==> src/rtl/conv3x3_mode_filter.sv <==
// rtl/conv3x3_mode_filter.sv - 3x3 window filter (bypass/smooth/sharpen/edge), 2-stage valid/ready pipeline.
// Optional CONV3X3_ABS_EN: sharpen/edge output |sum| instead of clamping negatives to zero.
module conv3x3_mode_filter #(
  parameter int DATA_WIDTH = 8
) (
  input  logic                    clk,
  input  logic                    rst_n,
  input  logic [1:0]              cfg_mode,
  output logic [1:0]              act_mode,
  input  logic                    in3x3_val,
  output logic                    in3x3_rdy,
  input  logic [9*DATA_WIDTH-1:0] in3x3_data,
  input  logic                    in3x3_sof,
  input  logic                    in3x3_sol,
  input  logic                    in3x3_eol,
  input  logic                    in3x3_eof,
  output logic                    out_val,
  input  logic                    out_rdy,
  output logic [DATA_WIDTH-1:0]   out_data,
  output logic                    out_sof,
  output logic                    out_sol,
  output logic                    out_eol,
  output logic                    out_eof
);

  localparam int AW = DATA_WIDTH + 5;
  localparam logic signed [AW-1:0] C_MAX = AW'((1 << DATA_WIDTH) - 1);

  logic                   w_en1;
  logic                   w_en2;
  logic                   w_acc;
  logic [1:0]             w_mode;
  logic signed [AW-1:0]   w_px [9];
  logic signed [AW-1:0]   w_row [3];
  logic signed [AW-1:0]   w_sum;
  logic signed [AW-1:0]   w_shf;
  logic signed [AW-1:0]   w_mag;
  logic [DATA_WIDTH-1:0]  w_res;

  logic [1:0]             r_mode;
  logic                   r_s1_val;
  logic signed [AW-1:0]   r_s1_row [3];
  logic [1:0]             r_s1_mode;
  logic [3:0]             r_s1_mk;
  logic                   r_out_val;
  logic [DATA_WIDTH-1:0]  r_out_data;
  logic [3:0]             r_out_mk;

  assign w_en2     = out_rdy | ~r_out_val;
  assign w_en1     = w_en2 | ~r_s1_val;
  assign in3x3_rdy = w_en1;
  assign w_acc     = in3x3_val & w_en1;
  // An SOF beat already uses the mode it brings; the register only follows.
  assign w_mode    = in3x3_sof ? cfg_mode : r_mode;

  genvar gi;
  generate
    for (gi = 0; gi < 9; gi++) begin : g_px
      assign w_px[gi] = $signed({5'b0, in3x3_data[(8-gi)*DATA_WIDTH +: DATA_WIDTH]});
    end
  endgenerate

  always_comb begin
    w_row[0] = '0;
    w_row[1] = '0;
    w_row[2] = '0;
    case (w_mode)
      2'd1: begin
        w_row[0] = w_px[0] + (w_px[1] <<< 1) + w_px[2];
        w_row[1] = (w_px[3] <<< 1) + (w_px[4] <<< 2) + (w_px[5] <<< 1);
        w_row[2] = w_px[6] + (w_px[7] <<< 1) + w_px[8];
      end
      2'd2: begin
        w_row[0] = -w_px[1];
        w_row[1] = (w_px[4] <<< 2) + w_px[4] - w_px[3] - w_px[5];
        w_row[2] = -w_px[7];
      end
      2'd3: begin
        w_row[0] = -(w_px[0] + w_px[1] + w_px[2]);
        w_row[1] = (w_px[4] <<< 3) - w_px[3] - w_px[5];
        w_row[2] = -(w_px[6] + w_px[7] + w_px[8]);
      end
      default: w_row[1] = w_px[4];
    endcase
  end

  always_comb begin
    w_sum = r_s1_row[0] + r_s1_row[1] + r_s1_row[2];
    w_shf = (r_s1_mode == 2'd1) ? (w_sum >>> 4) : w_sum;
    w_mag = w_shf;
`ifdef CONV3X3_ABS_EN
    if (r_s1_mode[1] && w_shf[AW-1]) begin
      w_mag = -w_shf;
    end
`endif
    if (w_mag[AW-1]) begin
      w_res = '0;
    end else if (w_mag > C_MAX) begin
      w_res = '1;
    end else begin
      w_res = w_mag[DATA_WIDTH-1:0];
    end
  end

  always_ff @(posedge clk or negedge rst_n) begin
    if (!rst_n) begin
      r_mode      <= '0;
      r_s1_val    <= 1'b0;
      r_s1_row[0] <= '0;
      r_s1_row[1] <= '0;
      r_s1_row[2] <= '0;
      r_s1_mode   <= '0;
      r_s1_mk     <= '0;
      r_out_val   <= 1'b0;
      r_out_data  <= '0;
      r_out_mk    <= '0;
    end else begin
      if (w_acc && in3x3_sof) begin
        r_mode <= cfg_mode;
      end
      if (w_en1) begin
        r_s1_val <= in3x3_val;
        if (in3x3_val) begin
          r_s1_row[0] <= w_row[0];
          r_s1_row[1] <= w_row[1];
          r_s1_row[2] <= w_row[2];
          r_s1_mode   <= w_mode;
          r_s1_mk     <= {in3x3_sof, in3x3_sol, in3x3_eol, in3x3_eof};
        end
      end
      if (w_en2) begin
        r_out_val <= r_s1_val;
        r_out_mk  <= r_s1_val ? r_s1_mk : 4'b0000;
        if (r_s1_val) begin
          r_out_data <= w_res;
        end
      end
    end
  end

  assign act_mode = r_mode;
  assign out_val  = r_out_val;
  assign out_data = r_out_data;
  assign out_sof  = r_out_mk[3];
  assign out_sol  = r_out_mk[2];
  assign out_eol  = r_out_mk[1];
  assign out_eof  = r_out_mk[0];

endmodule

==> config.mk <==
export PLATFORM = sky130hd
export DESIGN_NAME = conv3x3_mode_filter
export DESIGN_NICKNAME = d
export VERILOG_FILES = /design/src/rtl/conv3x3_mode_filter.sv
export SDC_FILE = /design/constraint.sdc
export NUM_CORES = 1
export LEC_CHECK = 0
export ABC_AREA = 1
export ABC_CLOCK_PERIOD_IN_PS = 3200
export BUFFER_PORTS_ARGS = -buffer_cell sky130_fd_sc_hd__buf_2
export CAP_MARGIN = 5
export CORE_AREA = 5 5 122 124
export DETAILED_ROUTE_END_ITERATION = 6
export DIE_AREA = 0 0 127 129
export GPL_TIMING_DRIVEN = 0
export PLACE_DENSITY_LB_ADDON = 0.15
export SLEW_MARGIN = 40
export SYNTH_ARGS = -nofsm -noshare
export SYNTH_HDL_FRONTEND = slang
export SYNTH_SLANG_ARGS = --single-unit
==> constraint.sdc <==
create_clock -name clk -period 3.2 [get_ports clk]
set_input_delay 0.64 -clock clk [delete_from_list [all_inputs] [get_ports clk]]
set_output_delay 0.64 -clock clk [all_outputs]
set_load 0.03 [all_outputs]
==> summary.txt <==
Route
  • Drt first-iter violations: 408
  • Residual DRC: 0
  • Final ANT Viol Nets: 0
  • Router iterations before antenna repair: 5
  • Post-DR vias/cell: 5.48
  • Via Count: 8,009
  • Routed WL: approximately 22,000 µm
  • Routed len/inst: 14.9 µm

CTS
  • Worst-Skew Late Latency: 0.33 ns
  • Clock-pin slew on the worst setup and hold paths: 0.05 ns
  • CTS Buf Count: 9
  • Hold_buf cts: 0
  • Clk sinks: 61
  • Root Driver: clkbuf_16
  • H-tree depth: 3
  • Clock Tree Buf Depth: 2
  • TritonCTS clock tree: built

Timing
  • Highest clock rate: approximately 290 MHz
  • Final min period: 3.45 ns
  • Tcrit/Tclk final: 1.08
  • Final hold viol count: 0
  • Worst-margin pin slew: 0.630 ns
  • Worst slew margin: 0.578
  • Fin. max-slew vios: 0
  • RSZ-0062 raised after global routing: true
  • Worst clock skew: 0.0104 ns
  • Final setup viols: 5
  • Setup WS post-layout: -0.248 ns

Synthesis
  • Post-synthesis mux area share: 0
  • Post-synth ARST share: 1.00
  • Most common flop cell mapped by yosys: dfrtp_1
  • Syn nets: 1,395
  • Gate Count Post-Synth: approximately 1.1k
  • Post-synthesis sequential area ratio: 0.187
  • Synth Register Bits: just over 60
  • Adder-cell share of the synthesized area: 0.307
  • Post-synthesis xor/xnor area fraction: 0.0214
  • Synth warn: 0
  • Post-synth EDFFs: 0
  • Post-synthesis cell type count: 47
  • Largest family of logic cells by synthesized area: adder cells
  • Syn Area/Cell: 7.12 µm²
  • Synth Area in Compound Gates: 0.144
  • Synth Cell Area: 8180 µm²
  • Synth Area in Simple Gates: 0.248

Setup path
  • Reg2reg setup slack: 0.12 ns
  • Most frequent cell on the critical path: nand2_1
  • CP max FO: 3
  • Worst Path Buf+Inv: 2
  • CP top delay family: adder cells
  • Critical path arrival: about 3.7 ns
  • R2r startpoint: act_mode[0]
  • Crit end category: flip-flop
  • Setup crit start: in3x3_data[32]
  • CP Class: in2reg
  • Slowest CP cell: fa_1
  • CP peak stage delay: around 0.55 ns
  • CP cell instances: buf_12, fa_1, inv_1, fa_2, nand3b_1, nand2_2, a31oi_1, xor2_1, a22oi_2, ha_1, nand2_2, nor3_1, nand2_1, o211ai_1, a21oi_2, nand2_1, nand2_1, nand3_1, a21oi_1
  • Setup crit start kind: input pin
  • Worst EP required: 3.45 ns

Global routing
  • Largest net degree at the start of global routing: between 60 and 70
  • Congestion Overflow GR: 0
  • GRT Overall Usage: 0.267
  • Initial antenna violation count: 0
  • First-pass GRT wire length: 35,500 µm
  • Vias in the first global route: 7,569

Placement
  • Detail Placement HPWL: 17,600 µm
  • Cells after DPL: approximately 1.4k
  • Buffers on Ports: 97
  • Routability cong.: 0.900

Layout
  • Fillers: 1,229
  • Antenna Cells: 0
  • Final #Nets: 1,522
  • Synthesis-to-layout area growth: 17.9%
  • Share of cells above drive strength 1: 0.158
  • Final std cells w/o fill: 1,461

Power and ir drop
  • Worst IR drop on VDD: 0.000410 V
  • PwrDens: 648 nW/µm²
  • Total power: between 6000 and 7000 µW
  • Leakage: approximately 0.0052 µW

Die
  • Row cnt: 43
  • Initial Util: 0.599
  • Die footprint: 16,400 µm²
  • Top-Level Pins: 98
  • Die Y: 129 µm
  • Placeable Area: 13,700 µm²
  • Die W: 127 µm

Run status
  • Failing checks: setup timing
  • Status: finished, violations left

Run
  • Max Cap Viol: 0

Hold path
  • Worst hold path class: in2async
## stage by stage
step | setup WS (ns) | instance area, µm² | util | hold WS (ns) | setup TNS, ns
floorplan | -0.162 | 8280 | - | 0.344 | -0.275
global placement | -0.738 | 8990 | 0.658 | 0.457 | -5.05
detailed placement | -0.834 | 9000 | 0.658 | 0.460 | -5.59
CTS | -0.189 | 9450 | 0.692 | 0.411 | -0.467
global route | -0.386 | 9650 | 0.706 | 0.331 | -1.73
finish | -0.248 | 9650 | 0.706 | 0.258 | -0.667
## synth_stat cells, types with 2 or more instances
master | instances | area (µm²)
a21o_1 | 8 | 60.1
a21oi_1 | 82 | 410
a221oi_1 | 6 | 52.6
a22oi_1 | 2 | 15.0
a31o_2 | 2 | 17.5
a31oi_1 | 6 | 37.5
buf_1 | 3 | 11.3
buf_2 | 7 | 35.0
clkbuf_1 | 6 | 22.5
dfrtp_1 | 61 | 1530
fa_1 | 61 | 1220
ha_1 | 103 | 1290
inv_1 | 181 | 679
nand2_1 | 337 | 1260
nand2_2 | 2 | 12.5
nand3_1 | 62 | 310
nand3b_1 | 5 | 37.5
nand4_1 | 4 | 25.0
nor2_1 | 65 | 244
nor3_1 | 10 | 50.1
o2111ai_1 | 2 | 17.5
o211ai_1 | 4 | 30.0
o21a_1 | 4 | 30.0
o21ai_0 | 69 | 345
o21ai_1 | 5 | 25.0
o221ai_1 | 4 | 35.0
o22ai_1 | 3 | 18.8
o311ai_0 | 3 | 26.3
o31ai_1 | 2 | 15.0
or2_2 | 5 | 31.3
xnor2_1 | 6 | 52.6
xor2_1 | 14 | 123
## flip-flops by register name, summed over array words and instances (netlist names)
name and cells:
r_out_mk 4, r_s1_mk 4, r_s1_mode 2, out_val 1
out_data 8, r_s1_val 1, r_s1_row 39, act_mode 2
## cell usage in the layout, fill, tap and decap left out, types with 5 or more instances in the layout
cell / netlist / layout
nand2_1: 337 / 332
inv_1: 181 / 171
ha_1: 103 / 95
buf_2: 7 / 92
a21oi_1: 82 / 75
nor2_1: 65 / 61
dfrtp_1: 61 / 61
fa_1: 61 / 60
o21ai_0: 69 / 59
nand3_1: 62 / 58
buf_4: 1 / 21
xor2_1: 14 / 14
o21ai_1: 5 / 12
inv_2: 1 / 9
buf_6: 0 / 9
nor3_1: 10 / 9
clkbuf_16: 0 / 9
a21o_1: 8 / 8
nand2_2: 2 / 7
a31oi_1: 6 / 6
a221oi_1: 6 / 6
a21oi_2: 0 / 6
ha_4: 0 / 6
clkinvlp_4: 0 / 5
nand3b_1: 5 / 5
nand3_2: 1 / 5
xnor2_1: 6 / 5
clkbuf_1: 6 / 5
## cell families after synthesis
logic type               Yosys count
adder cells (fa/ha/maj)          164
AO/OA/AOI/OAI                    207
flip-flops                        61
XOR/XNOR                          20
AND/OR/NAND/NOR                  497
buffers and inverters            200
## power by group
group / total (µW) / leakage (µW) / switching [µW] / internal [µW]
registers: 1170 / 0.000760 / 171 / 998
clock network: 964 / 0.000138 / 360 / 604
logic: 4120 / 0.00431 / 2500 / 1630
## what timing repair did
item,CTS,global route
pin swaps,8,16
gates resized for setup,34,40
setup endpoints to repair,8,10
buffers inserted,8,11
## routing by layer
| layer | global-route usage | part of all wire | vias to the layer above |
|---|---|---|---|
| li1 | - | - | 3991 |
| met1 | 0.357 | 0.44 | 3782 |
| met2 | 0.462 | 0.49 | 200 |
| met3 | 0.0365 | 0.051 | 36 |
| met4 | 0.0662 | 0.021 | 0 |
| met5 | 0 | 0 | - |
## final timing paths
check,end,cells after the start
max in group asynchronous,r_s1_row[27],1
setup reg to reg,r_s1_row[21],17
hold / removal,r_s1_row[28],1
min in group clk,out_data[1],2
setup / recovery,r_s1_row[23],19
hold reg to reg,out_data[1],2
## cell type report
type | count | area (µm²) | share of cell area
Multi-Input combinational cell | 888 | 6110 | 0.633
Sequential cell | 61 | 1530 | 0.158
Inverter | 183 | 702 | 0.0728
Timing Repair Buffer | 116 | 696 | 0.0721
Clock buffer | 9 | 225 | 0.0233
Tap cell | 180 | 225 | 0.0233
Buffer | 17 | 86.3 | 0.00895
Clock inverter | 7 | 75.1 | 0.00778
(Power assumes the default switching activity.)
